<file path="config.mk">
export PLATFORM = sky130hd
export DESIGN_NAME = rggen_apb_master_bridge
export DESIGN_NICKNAME = d
export VERILOG_FILES = /design/src/rtl/rggen_apb_master_bridge.sv
export SDC_FILE = /design/constraint.sdc
export NUM_CORES = 1
export LEC_CHECK = 0
export ABC_AREA = 1
export CORE_ASPECT_RATIO = 0.5
export CORE_MARGIN = 8
export CORE_UTILIZATION = 42
export CTS_BUF_LIST = sky130_fd_sc_hd__clkbuf_8
export DETAILED_ROUTE_END_ITERATION = 10
export PLACE_DENSITY_LB_ADDON = 0.2
export SYNTH_ARGS = -nofsm -noshare
export SYNTH_HDL_FRONTEND = slang
export SYNTH_SLANG_ARGS = --single-unit
</file>
<file path="constraint.sdc">
create_clock -name clk -period 3 [get_ports clk]
set_input_delay 0.6 -clock clk [delete_from_list [all_inputs] [get_ports clk]]
set_output_delay 0.6 -clock clk [all_outputs]
set_load 0.05 [all_outputs]
</file>
<file path="src/rtl/rggen_apb_master_bridge.sv">
// APB requester: turns each accepted local command into one APB transfer and
// returns read data and status on a valid/ready response port.
module rggen_apb_master_bridge #(
  parameter int DATA_WIDTH     = 32,
  parameter int ADDRESS_WIDTH  = 16,
  parameter int TIMEOUT_CYCLES = 256
) (
  input  logic                      clk,
  input  logic                      rst_n,
  input  logic                      i_command_valid,
  output logic                      o_command_ready,
  input  logic                      i_write,
  input  logic [ADDRESS_WIDTH-1:0]  i_address,
  input  logic [DATA_WIDTH-1:0]     i_write_data,
  input  logic [DATA_WIDTH-1:0]     i_write_mask,
  output logic                      o_response_valid,
  input  logic                      i_response_ready,
  output logic [DATA_WIDTH-1:0]     o_read_data,
  output logic [1:0]                o_status,
  output logic                      o_psel,
  output logic                      o_penable,
  output logic                      o_pwrite,
  output logic [ADDRESS_WIDTH-1:0]  o_paddr,
  output logic [2:0]                o_pprot,
  output logic [DATA_WIDTH-1:0]     o_pwdata,
  output logic [DATA_WIDTH/8-1:0]   o_pstrb,
  input  logic                      i_pready,
  input  logic [DATA_WIDTH-1:0]     i_prdata,
  input  logic                      i_pslverr
);

  localparam int          STROBE_WIDTH    = DATA_WIDTH / 8;
  localparam bit          TIMEOUT_ENABLED = (TIMEOUT_CYCLES != 0);
  localparam logic [15:0] TIMEOUT_LAST    = TIMEOUT_ENABLED ? 16'(TIMEOUT_CYCLES - 1) : 16'hFFFF;

  typedef enum logic [1:0] {
    IDLE,
    SETUP,
    ACCESS,
    RESPONSE
  } state_e;

  state_e                  state;
  state_e                  state_next;
  logic [15:0]             wait_count;
  logic [STROBE_WIDTH-1:0] strobe;
  logic                    command_accept;
  logic                    timeout_hit;

  // A byte lane is strobed when any bit of its mask byte is set.
  always_comb begin
    strobe = '0;
    for (int n = 0; n < STROBE_WIDTH; n++) begin
      strobe[n] = |i_write_mask[8*n +: 8];
    end
  end

  assign command_accept = (state == IDLE) && i_command_valid;
  assign timeout_hit    = TIMEOUT_ENABLED && (wait_count == TIMEOUT_LAST) && !i_pready;

  always_ff @(posedge clk or negedge rst_n) begin
    if (!rst_n) begin
      state <= IDLE;
    end else begin
      state <= state_next;
    end
  end

  always_comb begin
    state_next       = state;
    o_command_ready  = 1'b0;
    o_psel           = 1'b0;
    o_penable        = 1'b0;
    o_response_valid = 1'b0;
    o_pprot          = 3'b000;
    case (state)
      IDLE: begin
        o_command_ready = 1'b1;
        if (i_command_valid) begin
          state_next = SETUP;
        end
      end
      SETUP: begin
        o_psel     = 1'b1;
        state_next = ACCESS;
      end
      ACCESS: begin
        o_psel    = 1'b1;
        o_penable = 1'b1;
        if (i_pready || timeout_hit) begin
          state_next = RESPONSE;
        end
      end
      RESPONSE: begin
        o_response_valid = 1'b1;
        if (i_response_ready) begin
          state_next = IDLE;
        end
      end
      default: begin
        state_next = IDLE;
      end
    endcase
  end

  // APB request fields are only loaded on acceptance and otherwise hold.
  always_ff @(posedge clk or negedge rst_n) begin
    if (!rst_n) begin
      o_pwrite <= 1'b0;
      o_paddr  <= '0;
      o_pwdata <= '0;
      o_pstrb  <= '0;
    end else if (command_accept) begin
      o_pwrite <= i_write;
      o_paddr  <= i_address;
      o_pwdata <= i_write ? i_write_data : '0;
      o_pstrb  <= i_write ? strobe : '0;
    end
  end

  always_ff @(posedge clk or negedge rst_n) begin
    if (!rst_n) begin
      wait_count <= '0;
    end else if (state != ACCESS) begin
      wait_count <= '0;
    end else if (!i_pready && (wait_count != 16'hFFFF)) begin
      wait_count <= wait_count + 16'd1;
    end
  end

  // A completion on the last allowed cycle takes priority over the timeout.
  always_ff @(posedge clk or negedge rst_n) begin
    if (!rst_n) begin
      o_read_data <= '0;
      o_status    <= 2'b00;
    end else if (state == ACCESS) begin
      if (i_pready) begin
        o_read_data <= o_pwrite ? '0 : i_prdata;
        o_status    <= {1'b0, i_pslverr};
      end else if (timeout_hit) begin
        o_read_data <= '0;
        o_status    <= 2'b11;
      end
    end
  end

endmodule

</file>
==> results.sh <==
export IMPL_clock_root_buffer="clkbuf_8"
export IMPL_cpMaxStageDelayCell="clkdlybuf4s50_1"
export IMPL_synth_seq_area_share=0.558
export IMPL_wire_per_inst_um=15.0
export IMPL_die_x_um=166
export IMPL_final_common_cell="nand2_1"
export IMPL_grt_pass1_wl_mm=22.6
export IMPL_ctsHoldBuffers=0
export IMPL_timing_rr_start="wait_count[0]"
export IMPL_end_kind="output port"
export IMPL_worstRegToRegCells=9
export IMPL_final_cell_mix="nand2_1 (252), clkdlybuf4s50_1 (208), dfrtp_1 (105), o21ai_0 (53), nor2_1 (22)"
export IMPL_antenna_left=0
export IMPL_finalHoldViolCount=0
export IMPL_drt_pass1_iterations=4
export IMPL_insertion_delay_ps=380
export IMPL_grt_max_degree=106
export IMPL_vias=4307
export IMPL_synth_distinct_cells=28
export IMPL_synth_edff_count=0
export IMPL_synthTopCellsByArea="dfrtp_1 (56%), nand2_1 (20%), o21ai_0 (5.6%)"
export IMPL_cap_viol_max_count=0
export IMPL_pwr_share_comb=0.565
export IMPL_min_period_over_period=0.844
export IMPL_place_congestion=0.829
export IMPL_synth_area_mm2=0.00471
export IMPL_io_pins=213
export IMPL_intPower_mw=3.45
export IMPL_dpl_hpwl_mm=10.5
export IMPL_first_global_vias=4361
export IMPL_grt_total_usage=0.182
export IMPL_slew_violations=0
export IMPL_worst_pin_slew_ps=689
export IMPL_drt_wl_total_mm=13.8
export IMPL_cts_max_level=3
export IMPL_pwr_share_clk=0.123
export IMPL_power_leakage_nw=3.20
export IMPL_slowest_delay_ps=810
export IMPL_min_path_type="input pin to asynchronous set/reset pin"
export IMPL_fin_skew_ps=17.1
export IMPL_cts_tree="yes"
export IMPL_drc=0
export IMPL_rsz0062_at_grt="false"
export IMPL_cts_made_buffers=9
export IMPL_dieArea_mm2=0.0151
export IMPL_die_y_um=90.9
export IMPL_max_freq_mhz=395
export IMPL_power_density_mw_per_mm2=976
export IMPL_vias_per_cell=4.69
export IMPL_path_depth=3
export IMPL_synth_ff_type="dfrtp_1"
export IMPL_core_area_mm2=0.0109
export IMPL_crit_type="flop to output port"
export IMPL_async_flop_share=1.00
export IMPL_netlist_instances=570
export IMPL_start_util=0.430
export IMPL_ctsResizeCount=0
export IMPL_crit_chain="inv_1 > ha_1 > clkdlybuf4s50_1"
export IMPL_outcome="completed"
export IMPL_ys_warn_count=0
export IMPL_yosysTopAreaCell="dfrtp_1"
export IMPL_crit_buf_inv=2
export IMPL_cp_top_family="buffers and inverters"
export IMPL_swShare=0.501
export IMPL_drive_gt1_frac=0.0568
export IMPL_layout_min_cycle_time_ps=2530
export IMPL_setup_viol=0
export IMPL_clkTransAtPathRegs_ps=120
export IMPL_finish_utilization=0.647
export IMPL_worstPathMaxFanout=3
export IMPL_netSwitchingPower_mw=3.46
export IMPL_final_setup_tns_ps=0
export IMPL_synth_top_area_frac=0.558
export IMPL_worst_ir_drop_vdd_mv=0.500
export IMPL_antenna_cells=0
export IMPL_nNetsFinal=892
export IMPL_cp_data_required_time_ps=2400
export IMPL_cts_sinks=105
export IMPL_syn2layout_area_growth_pct=50.4
export IMPL_critical_path_startpoint="state[0]"
export IMPL_arrival_ps=1930
export IMPL_synth_seq_cells=105
export IMPL_drt_initial_drc_count=194
export IMPL_fp_row_count=27
export IMPL_grt_overflow_total=0
export IMPL_postCtsSetupBuffers=0
export IMPL_sequentialPowerShare=0.312
export IMPL_relSlewSlack=0.540
export IMPL_port_buffers=209
export IMPL_cp_start_kind="flop"
export IMPL_synth_avg_cell_area_um2=8.26
export IMPL_antenna_found_initial=0
export IMPL_clock_path_buffers=2
-- area by class of cell --
type	instances	area (um^2)
clock buffers	9	124
clock inverters	7	58.8
fillers	941	3860
inverters	22	82.6
multi-input cells	414	1850
flip-flops and latches	105	2630
well taps	145	181
repair buffers	217	2160
-- power groups by stage --
stage | sequential [mW] | clock (mW) | combinational (mW)
3_5_place_dp | 2.17 | 0 | 3.95
5_1_grt | 2.21 | 0.927 | 4.14
6_report | 2.15 | 0.852 | 3.91
3_3_place_gp | 2.16 | 0 | 3.92
2_1_floorplan | 3.74 | 0 | 0.945
4_1_cts | 2.16 | 0.881 | 3.95
-- routing by layer --
layer,part of all wire,GRT usage
met5,0,0
met1,0.40,0.197
met3,0.055,0.0591
met4,0.0085,0.0417
met2,0.54,0.341
-- synth_stat cells (4+ instances only) --
| cell | number |
|---|---|
| buf_4 | 4 |
| nand3_1 | 14 |
| and2_0 | 4 |
| nand2_1 | 253 |
| nand4_1 | 14 |
| ha_1 | 4 |
| inv_1 | 20 |
| nor4_1 | 8 |
| buf_6 | 4 |
| or2_2 | 4 |
| dfrtp_1 | 105 |
| o21ai_2 | 4 |
| clkbuf_1 | 19 |
| o21ai_0 | 53 |
| o21ai_1 | 16 |
| nor2_1 | 23 |
| nand2_2 | 4 |
-- worst paths after layout --
kind                                        to  slack, ps
worst max-delay path                    o_psel        470
worst min-delay path              o_pwdata[30]        240
worst max register to register  wait_count[10]       1020
worst min register to register      o_paddr[5]        490
max in group asynchronous       wait_count[13]       2280
min in group clk                    o_paddr[5]        490
-- registers in the layout, summed over array words and instances (netlist names) --
name / cells
o_paddr: 16
o_pstrb: 4
o_pwdata: 32
o_pwrite: 1
o_read_data: 32
o_status: 2
state: 2
wait_count: 16
-- kinds of logic (layout without fill, tap and decap cells) --
kind of cell	after synthesis	count (layout)	synth area share
compound gates	76	76	0.0853
xor+xnor	2	2	0.00372
fa+ha+maj	4	4	0.0106
buf+inv	53	255	0.0526
flops	105	105	0.558
other cells	1	3	0.000796
simple gates	329	329	0.289
-- through the flow --
step                hold WS [ps]  total power [mW]  instance area [um^2]  cells  worst slack (ps)
detailed placement           464              6.12                  6900    903               816
global route                 287              7.28                  7080    919               389
global placement             462              6.07                  6900    903               888
floorplan                    304              4.69                  4720    572              1180
finish                       243              6.91                  7080    919               467
CTS                          293              6.99                  7080    919               434
Power figures use the tool's default switching activity.
